`src/rtl/seven_seg_pkg.sv`:
```
// Shared constants and hex-to-segment table for the 4-digit 7-segment scanner.
// Latency: none (constants and a pure function).
// Backpressure: none.
package seven_seg_pkg;

  // All cathodes high: every segment of the selected digit dark.
  localparam logic [6:0] SEG_OFF = 7'h7F;
  // All anodes high: no digit selected.
  localparam logic [3:0] AN_OFF  = 4'hF;

  // Active-low {g,f,e,d,c,b,a} patterns, indexed by hex code (entry 15 first).
  localparam logic [15:0][6:0] SEG_TABLE = {
    7'b0001110,  // F
    7'b0000110,  // E
    7'b0100001,  // d
    7'b1000110,  // C
    7'b0000011,  // b
    7'b0001000,  // A
    7'b0010000,  // 9
    7'b0000000,  // 8
    7'b1111000,  // 7
    7'b0000010,  // 6
    7'b0010010,  // 5
    7'b0011001,  // 4
    7'b0110000,  // 3
    7'b0100100,  // 2
    7'b1111001,  // 1
    7'b1000000   // 0
  };

  function automatic logic [6:0] hex_to_seg(input logic [3:0] code);
    return SEG_TABLE[code];
  endfunction

endpackage

```
`src/rtl/seg7_decode.sv`:
```
// Hex nibble to active-low 7-segment cathode pattern.
// Latency: combinational.
// Backpressure: none.
module seg7_decode
  import seven_seg_pkg::*;
(
  input  logic [3:0] code_i,
  output logic [6:0] seg_o
);

  // Pure table lookup; all 16 codes have a glyph.
  always_comb begin
    seg_o = hex_to_seg(code_i);
  end

endmodule

```
`src/rtl/seven_seg_scanner.sv`:
```
// Time-multiplexes four snapshotted hex digits onto a common-anode 7-segment display.
// Latency: an/seg are registered, one cycle after the scan state that selects them.
// Backpressure: none; the score bus is sampled once per frame and never stalled.
module seven_seg_scanner
  import seven_seg_pkg::*;
#(
  parameter int REFRESH_DIV  = 1000,
  parameter int GUARD        = 16,
  parameter int BLINK_FRAMES = 64
) (
  input  logic       clk,
  input  logic       reset,
  input  logic [3:0] digit0,
  input  logic [3:0] digit1,
  input  logic [3:0] digit2,
  input  logic [3:0] digit3,
  input  logic [3:0] blank,
  input  logic       blink,
  output logic [3:0] an,
  output logic [6:0] seg,
  output logic       dp
);

  localparam int PW = (REFRESH_DIV > 1) ? $clog2(REFRESH_DIV) : 1;
  localparam int FW = (BLINK_FRAMES > 1) ? $clog2(BLINK_FRAMES) : 1;

  localparam logic [PW-1:0] PRESC_LAST = PW'(REFRESH_DIV - 1);
  localparam logic [PW-1:0] GUARD_C    = PW'(GUARD);
  localparam logic [FW-1:0] FRAME_LAST = FW'(BLINK_FRAMES - 1);

  // Scan state
  logic [PW-1:0]   presc_q, presc_d;
  logic [1:0]      idx_q, idx_d;
  logic [FW-1:0]   frame_q, frame_d;
  logic            phase_q, phase_d;
  logic            first_q;

  // Per-frame snapshot of the score bus
  logic [3:0][3:0] snap_dig_q, snap_dig_d;
  logic [3:0]      snap_blank_q, snap_blank_d;

  // Registered display drive
  logic [3:0]      an_q, an_d;
  logic [6:0]      seg_q, seg_d;

  logic            presc_end;
  logic            frame_wrap;
  logic            snap_load;
  logic [6:0]      cur_seg;

  seg7_decode u_decode (
    .code_i (snap_dig_q[idx_q]),
    .seg_o  (cur_seg)
  );

  // Prescaler, slot index, frame/blink counters and the frame snapshot.
  always_comb begin
    presc_end  = (presc_q == PRESC_LAST);
    frame_wrap = presc_end && (idx_q == 2'd3);
    // The first cycle out of reset loads too, so frame 0 shows live data.
    snap_load  = frame_wrap || first_q;

    presc_d = presc_end ? '0 : presc_q + 1'b1;
    idx_d   = presc_end ? idx_q + 2'd1 : idx_q;

    frame_d = frame_q;
    phase_d = phase_q;
    if (frame_wrap) begin
      if (frame_q == FRAME_LAST) begin
        frame_d = '0;
        phase_d = ~phase_q;
      end else begin
        frame_d = frame_q + 1'b1;
      end
    end

    snap_dig_d   = snap_dig_q;
    snap_blank_d = snap_blank_q;
    if (snap_load) begin
      snap_dig_d   = {digit3, digit2, digit1, digit0};
      snap_blank_d = blank;
    end
  end

  // Anode/cathode selection: guard gap, blink-off phase and blanked digits stay dark.
  always_comb begin
    an_d  = AN_OFF;
    seg_d = SEG_OFF;
    // blink is deliberately taken live so a change shows on the next cycle.
    if ((presc_q >= GUARD_C) && !(blink && phase_q) && !snap_blank_q[idx_q]) begin
      an_d  = ~(4'b0001 << idx_q);
      seg_d = cur_seg;
    end
  end

  // State and output registers; reset aborts the scan immediately.
  always_ff @(posedge clk) begin
    if (reset) begin
      presc_q      <= '0;
      idx_q        <= '0;
      frame_q      <= '0;
      phase_q      <= 1'b0;
      first_q      <= 1'b1;
      snap_dig_q   <= '0;
      snap_blank_q <= 4'hF;
      an_q         <= AN_OFF;
      seg_q        <= SEG_OFF;
    end else begin
      presc_q      <= presc_d;
      idx_q        <= idx_d;
      frame_q      <= frame_d;
      phase_q      <= phase_d;
      first_q      <= 1'b0;
      snap_dig_q   <= snap_dig_d;
      snap_blank_q <= snap_blank_d;
      an_q         <= an_d;
      seg_q        <= seg_d;
    end
  end

  assign an  = an_q;
  assign seg = seg_q;
  assign dp  = 1'b1;

endmodule

```
`config.mk`:
```
export PLATFORM = sky130hd
export DESIGN_NAME = seven_seg_scanner
export DESIGN_NICKNAME = d
export VERILOG_FILES = /design/src/rtl/seven_seg_pkg.sv /design/src/rtl/seg7_decode.sv /design/src/rtl/seven_seg_scanner.sv
export SDC_FILE = /design/constraint.sdc
export NUM_CORES = 1
export LEC_CHECK = 0
export ABC_AREA = 1
export BUFFER_PORTS_ARGS = -buffer_cell sky130_fd_sc_hd__buf_4
export CAP_MARGIN = 20
export CORE_AREA = 5 5 85 87
export DETAILED_ROUTE_END_ITERATION = 12
export DIE_AREA = 0 0 90 92
export SYNTH_ARGS = -nofsm -noshare
export SYNTH_HDL_FRONTEND = slang
export SYNTH_SLANG_ARGS = --single-unit
```
`constraint.sdc`:
```
create_clock -name clk -period 1.95 [get_ports clk]
set_input_delay 0.0975 -clock clk [delete_from_list [all_inputs] [get_ports clk]]
set_output_delay 0.0975 -clock clk [all_outputs]
set_load 0.01 [all_outputs]
```
# After elaboration in Yosys (flattened, before gate mapping)
# Memories as Yosys holds them, arrays and structs flattened. A register that Yosys moved wholly into a read port is not among the register bits.
# Index checks and enable logic that the tools add are counted.
# totals
reg_bits,44
rom_bits,112
in_bits,23
elab_cells,40
n_memories,1
# classes
addsub,3
magnitude_cmp,2
eq_ne,3
shift,1
mux,6
n_bitwise,3
reduce_logical,10
# memory_table
name,words,word_bits,rd,rd_clocked_by_memory_dff,write_ports,line,text
(no name shown),16,7,1,1,0,seven_seg_pkg.sv:32,return SEG_TABLE[code];
# op_table
op,n
10-bit by 1-bit adder with 10-bit output (second input constant),1
10-bit == test (second input constant),1
10-bit by 5-bit >= comparator with 1-bit output (second input constant),1
4-bit binary-select mux with 2-bit select,1
6-bit by 1-bit adder with 6-bit output (second input constant),1
6-bit == test (second input constant),1
6-bit two-way mux,1
1-bit logical AND,4
4-bit two-way mux,1
4-bit NOT,1
2-bit OR reduction,2
1-bit by 2-bit left shift with 4-bit output (first input constant),1
2-bit by 3-bit less-than comparator with 1-bit output (second input constant),1
2-bit by 1-bit adder with 2-bit output (second input constant),1
1-bit binary-select mux with 2-bit select,1
2-bit == test (second input constant),1
1-bit zero test,2
1-bit two-way mux,2
1-bit NOT,2
2-bit AND reduction,1
1-bit logical OR,1

# Depth between registers and ports, before layout
# logic_depth
depth_word,6
ltp_mapped,11
depth_no_buf,10

# Cells and area by module
# Synthesis repeated with hierarchy kept, for this count alone.
# unflattened
hier_cells,373
hier_area_um2,2623.8
# modules_own_cells
mod,n_inst,cells_each,area_each_um2
seven_seg_scanner,1,324,2349.8
seg7_decode,1,49,274.0

# Worst setup path before layout
# Ideal clock, no wire load.
# synth_path
path_type,reg-to-reg
start,register idx_q[0]
end,"register seg_q[3], in the netlist seg[3]"
setup_time_ns,0.120
arrival_time_ns,1.379
required_time_ns,1.830
path_slack_ns,0.451
stages_incl_launch_ff,12
synth_period_minus_slack_ns,1.499
path_cell_list,dfxtp_1 inv_2 buf_6 nand2_1 nand3_1 nand2_1 inv_1 ha_1 nand2_1 o21ai_0 nand2_1 nand3_1
# synth_between
elab_chain_len,6
word_cells_on_any_way,8
classes_between,mux: 4; bitwise: 1; reduce/logical: 3
# synth_rtl
item,line,text
start: declaration,seven_seg_scanner.sv:33,"logic [1:0] idx_q, idx_d;"
start signal: assignment,seven_seg_scanner.sv:110,idx_q <= idx_d;
1-bit binary-select mux with 2-bit select,seven_seg_scanner.sv:90,if ((presc_q >= GUARD_C) && !(blink && phase_q) && !snap_blank_q[idx_q]) begin
1-bit two-way mux (implied by the code),seven_seg_scanner.sv:90,
1-bit zero test,seven_seg_scanner.sv:90,
1-bit logical AND,seven_seg_scanner.sv:90,
1-bit NOT (no line),n/a,
2-bit OR reduction (no line),n/a,
end: declaration,seven_seg_scanner.sv:44,"logic [6:0] seg_q, seg_d;"
# Several ways; a longest one is shown, not always the timed one. The select of a mux whose other input is x is not followed.
# A chain may end at the register's enable or synchronous reset.

# Final worst setup path
# layout_path
start,register idx_q[1]
end,"register seg_q[3], in the netlist seg[3]"
# Same word-level chain as after synthesis.

==> flow_results.org <==
** STA
- Number of failing hold endpoints at the final stage :: 0
- Post-layout minimum cycle time :: 1.66 ns
- The max-slew violation count is 0.
- Static timing analysis puts the maximum clock frequency at around 600 MHz.
- Unrepaired setup endpoints after global routing :: no
- Adding up every negative setup slack in the final design gives 0 ns.
- # setup viols final :: 0
- In the finished design, the share of the clock period the worst path needs comes to 0.853.
- Largest clock skew in the final design :: 0.0165 ns

** Global routing
- The number of antenna violations at the first check in global routing is 0.
- The number of global-route vias before repair was between 2000 and 2500.
- Global routing usage summed across all routing layers :: 0.128
- After global routing the overflow that remains totals 0.
- Entering global routing, the biggest net connects 23 pins.
- First-pass GRT wire length :: 9.05 mm

** Place
- The HPWL after detailed placement is 3.73 mm.
- Count of input and output buffers :: 33
- Once placement completed, the tool counted placed cells totaling 451.
- Placer Congestion :: approximately 0.76

** Synth
- dfxtp_1 takes more of the synthesized area than any other cell.
- A synthesized cell averages roughly 7.3 um^2.
- By area the synthesized netlist is led by dfxtp_1 (40%), nand2_1 (12%), nor2_1 (8.2%).
- In this run the cell area of the synthesized design comes to around 2500 um^2.
- Of the total synthesized cell area, the portion taken by XOR and XNOR cells is 0.00693.
- The number of nets handed over by synthesis was 381.
- After synthesis, the largest family of logic cells by area is simple AND/OR/NAND/NOR gates.
- Number of flip-flops and latches in the synthesized netlist :: 51
- The compound-gate portion of the synthesized area came to 0.0783.
- In the post-synthesis netlist, the cell with the most instances is nand2_1.
- Post-synth EDFFs :: 0
- The share of synthesized area in the top cell type comes to 0.404.
- Fraction of synthesis flops using an asynchronous set or reset pin :: 0
- Synthesis handed over a netlist of 345 instances.
- Counting distinct cell types in the post-synthesis netlist gives 30.
- Adder and majority cell fraction of the synthesized area :: 0.0644
- Ranked by instance count, the synthesized netlist is headed by nand2_1 (81), nor2_1 (55), dfxtp_1 (51), nand3_1 (30), o21ai_0 (25).
- For this run, the register share of the synthesized area comes to 0.404.
- Synth Warn # :: 0
- Of the total synthesized cell area, the portion taken by AND, OR, NAND and NOR gates is 0.368.
- Mux contribution to synthesized area :: 0
- For this run, the leading register cell type out of synthesis is dfxtp_1.

** Power
- Static Leakage :: between 1 and 1.5 nW
- Power per Cell Area :: 632 nW/um^2
- Peak VDD IR :: 0.000436 V

** Critical path
- Cell chain of the critical path :: inv_2 > nand3_1 > nand2_1 > inv_1 > ha_1 > nand2_1 > o21ai_0 > nand2_1 > nand3_1
- Of all nets on the critical path, the largest fanout is 8.
- The critical path in this run is classified as reg2reg.
- For the worst setup path, the data required time is 2.21 ns.
- Worst path slowest cell :: dfxtp_1
- For this run, the slowest stage of the critical path takes 0.52 ns.
- Critical Path Source Type :: flop
- STA classifies the critical path endpoint as a flop.
- Dominant cell type by count on the critical path :: nand2_1
- STA puts the critical path data arrival time at 1.92 ns.

** Cells and area
- The filler cells instantiated in the layout total 626.
- For this run, the post-layout net count is about 440.
- Area of the multi-input gates :: 1310 um^2
- 0 antenna diodes ended up in the layout.
- Post-Layout Cell Count :: 477
- The sequential cells in the finished layout cover a total of 1020 um^2.
- Of the cells placed in the final design, the portion with a size suffix greater than 1 is 0.190.
- Layout Area Growth over Synthesis :: 22.9%

** Clock network
- Post-CTS Setup Repair Bufs :: 0
- The H-tree was split into 2 levels.
- Clock latency of the later-clocked register in the worst-skew pair :: between 0.3 and 0.4 ns
- For this design, the sink count on the clock tree is 51.
- Clock tree buffer depth :: 2
- Clock-pin slew reported for the worst setup and hold paths after clock tree synthesis :: 0.11 ns
- Clock tree from TritonCTS :: built
- Master cell of the clock root buffer :: clkbuf_8
- Total clock buffers created by CTS :: 5

** Floorplanning
- Starting utilization of the core area :: 0.402
- The die is 90 um wide.
- The total area inside the core boundary comes to 6280 um^2.
- Number of core rows :: 29
- Die outline area :: between 8000 and 9000 um^2
- During I/O placement, the number of pins put on the boundary was 35.
- Measured along the y axis, the die boundary spans 92 um.

** Run
- Number of maximum-capacitance constraint violations :: 0

** Outcome
- The run finished with clean final reports.

** Hold path
- The min-delay analysis places its worst path in the category in2reg.

** Detailed routing
- Summing over every cut layer, the via total after detailed routing is between 2000 and 2500.
- The first routing iteration left 80 violations.
- For this run, design rule violations remaining after detail routing come to 0.
- DRT antenna net count :: 0
- For this run, the detailed router's first-pass iteration total came to 4.
- After detailed routing, the number of vias per cell comes to around 4.6.
- For this block, the routed nets add up to 5.18 mm of wire.
- Dividing the detail-routed wire length by the instance count gives 10.9 um.
## sequential cells by signal, summed over array words and instances (netlist names)
name,cells
an,4
first_q,1
frame_q,6
idx_q,2
phase_q,1
presc_q,10
seg,7
snap_blank_q,4
snap_dig_q,16
## where the power goes
| group | leakage, nW | switching [mW] | internal [mW] |
|---|---|---|---|
| sequential | 0.418 | 0.0233 | 1.08 |
| clock | 0.0491 | 0.389 | 0.265 |
| combinational | 0.859 | 0.108 | 0.101 |
| total | 1.33 | 0.521 | 1.44 |
## worst max-delay path: cells and delay by family (launching register included)
kind            cells  cell delay [ns]
simple gates        5             0.49
buf+inv             2             0.28
flops               1             0.52
compound gates      1             0.07
fa+ha+maj           1             0.23
## final cells by class
class,count,area share
clock inverter,3,0.00846
timing repair buffer,57,0.152
clock buffer,5,0.0222
multi-input combinational,256,0.422
sequential,51,0.329
tap,77,0.0310
inverter,28,0.0343
## kinds of logic (layout without fill, tap and decap cells)
kind of cell,Yosys count,count (layout)
AOI/OAI and AO/OA,39,39
xor gates and xnor gates,2,2
adders and majority gates,13,13
buffers and inverters,38,93
DFF,51,51
other,1,1
and+or+nand+nor,201,201
## path summary, 6_finish.rpt
check | from | to | slack, ns | cells past startpoint
setup / recovery | idx_q[1] | seg[3] | 0.29 | 9
hold / removal | digit3[2] | snap_dig_q[14] | 0.008 | 3
setup reg to reg | idx_q[1] | seg[3] | 0.29 | 9
hold reg to reg | snap_blank_q[1] | snap_blank_q[1] | 0.48 | 2
## layout by cell type (no fill, tap or decap), drive strengths merged, types with 2 or more instances in the layout
cell type,n
dlygate4sd3,18
ha,13
nor2,65
buf,39
o21ai,26
clkinv,2
nor3,4
xor2,2
dfxtp,51
nand3,34
inv,29
nand3b,2
nor3b,2
clkbuf,5
nand4,4
a21oi,12
nand2,88
## routing by layer
metal  up-vias  share of wire  track usage
met2        44           0.44        0.201
met1       960           0.50        0.173
met3         8          0.046       0.0295
met5         -              0            0
met4         0          0.013       0.0447
li1       1204              -            -
## through the flow
step | hold slack (ns) | setup slack [ns] | utilization | power (mW) | area [um^2]
2_1_floorplan | 0.125 | 0.451 | - | 1.24 | 2530
3_3_place_gp | 0.284 | 0.303 | 0.450 | 1.30 | 2830
3_5_place_dp | 0.287 | 0.267 | 0.450 | 1.30 | 2830
4_1_cts | 0.000736 | 0.241 | 0.490 | 1.97 | 3070
5_1_grt | 0.00850 | 0.0750 | 0.495 | 2.06 | 3100
6_report | 0.00828 | 0.287 | 0.495 | 1.96 | 3100
## what timing repair did
item,CTS,global route
setup endpoints to repair,0,1
gates resized for setup,0,1
hold buffers,15,3
endpoints found under the hold margin,15,3
Note: power is estimated with default switching activity, not from simulation.
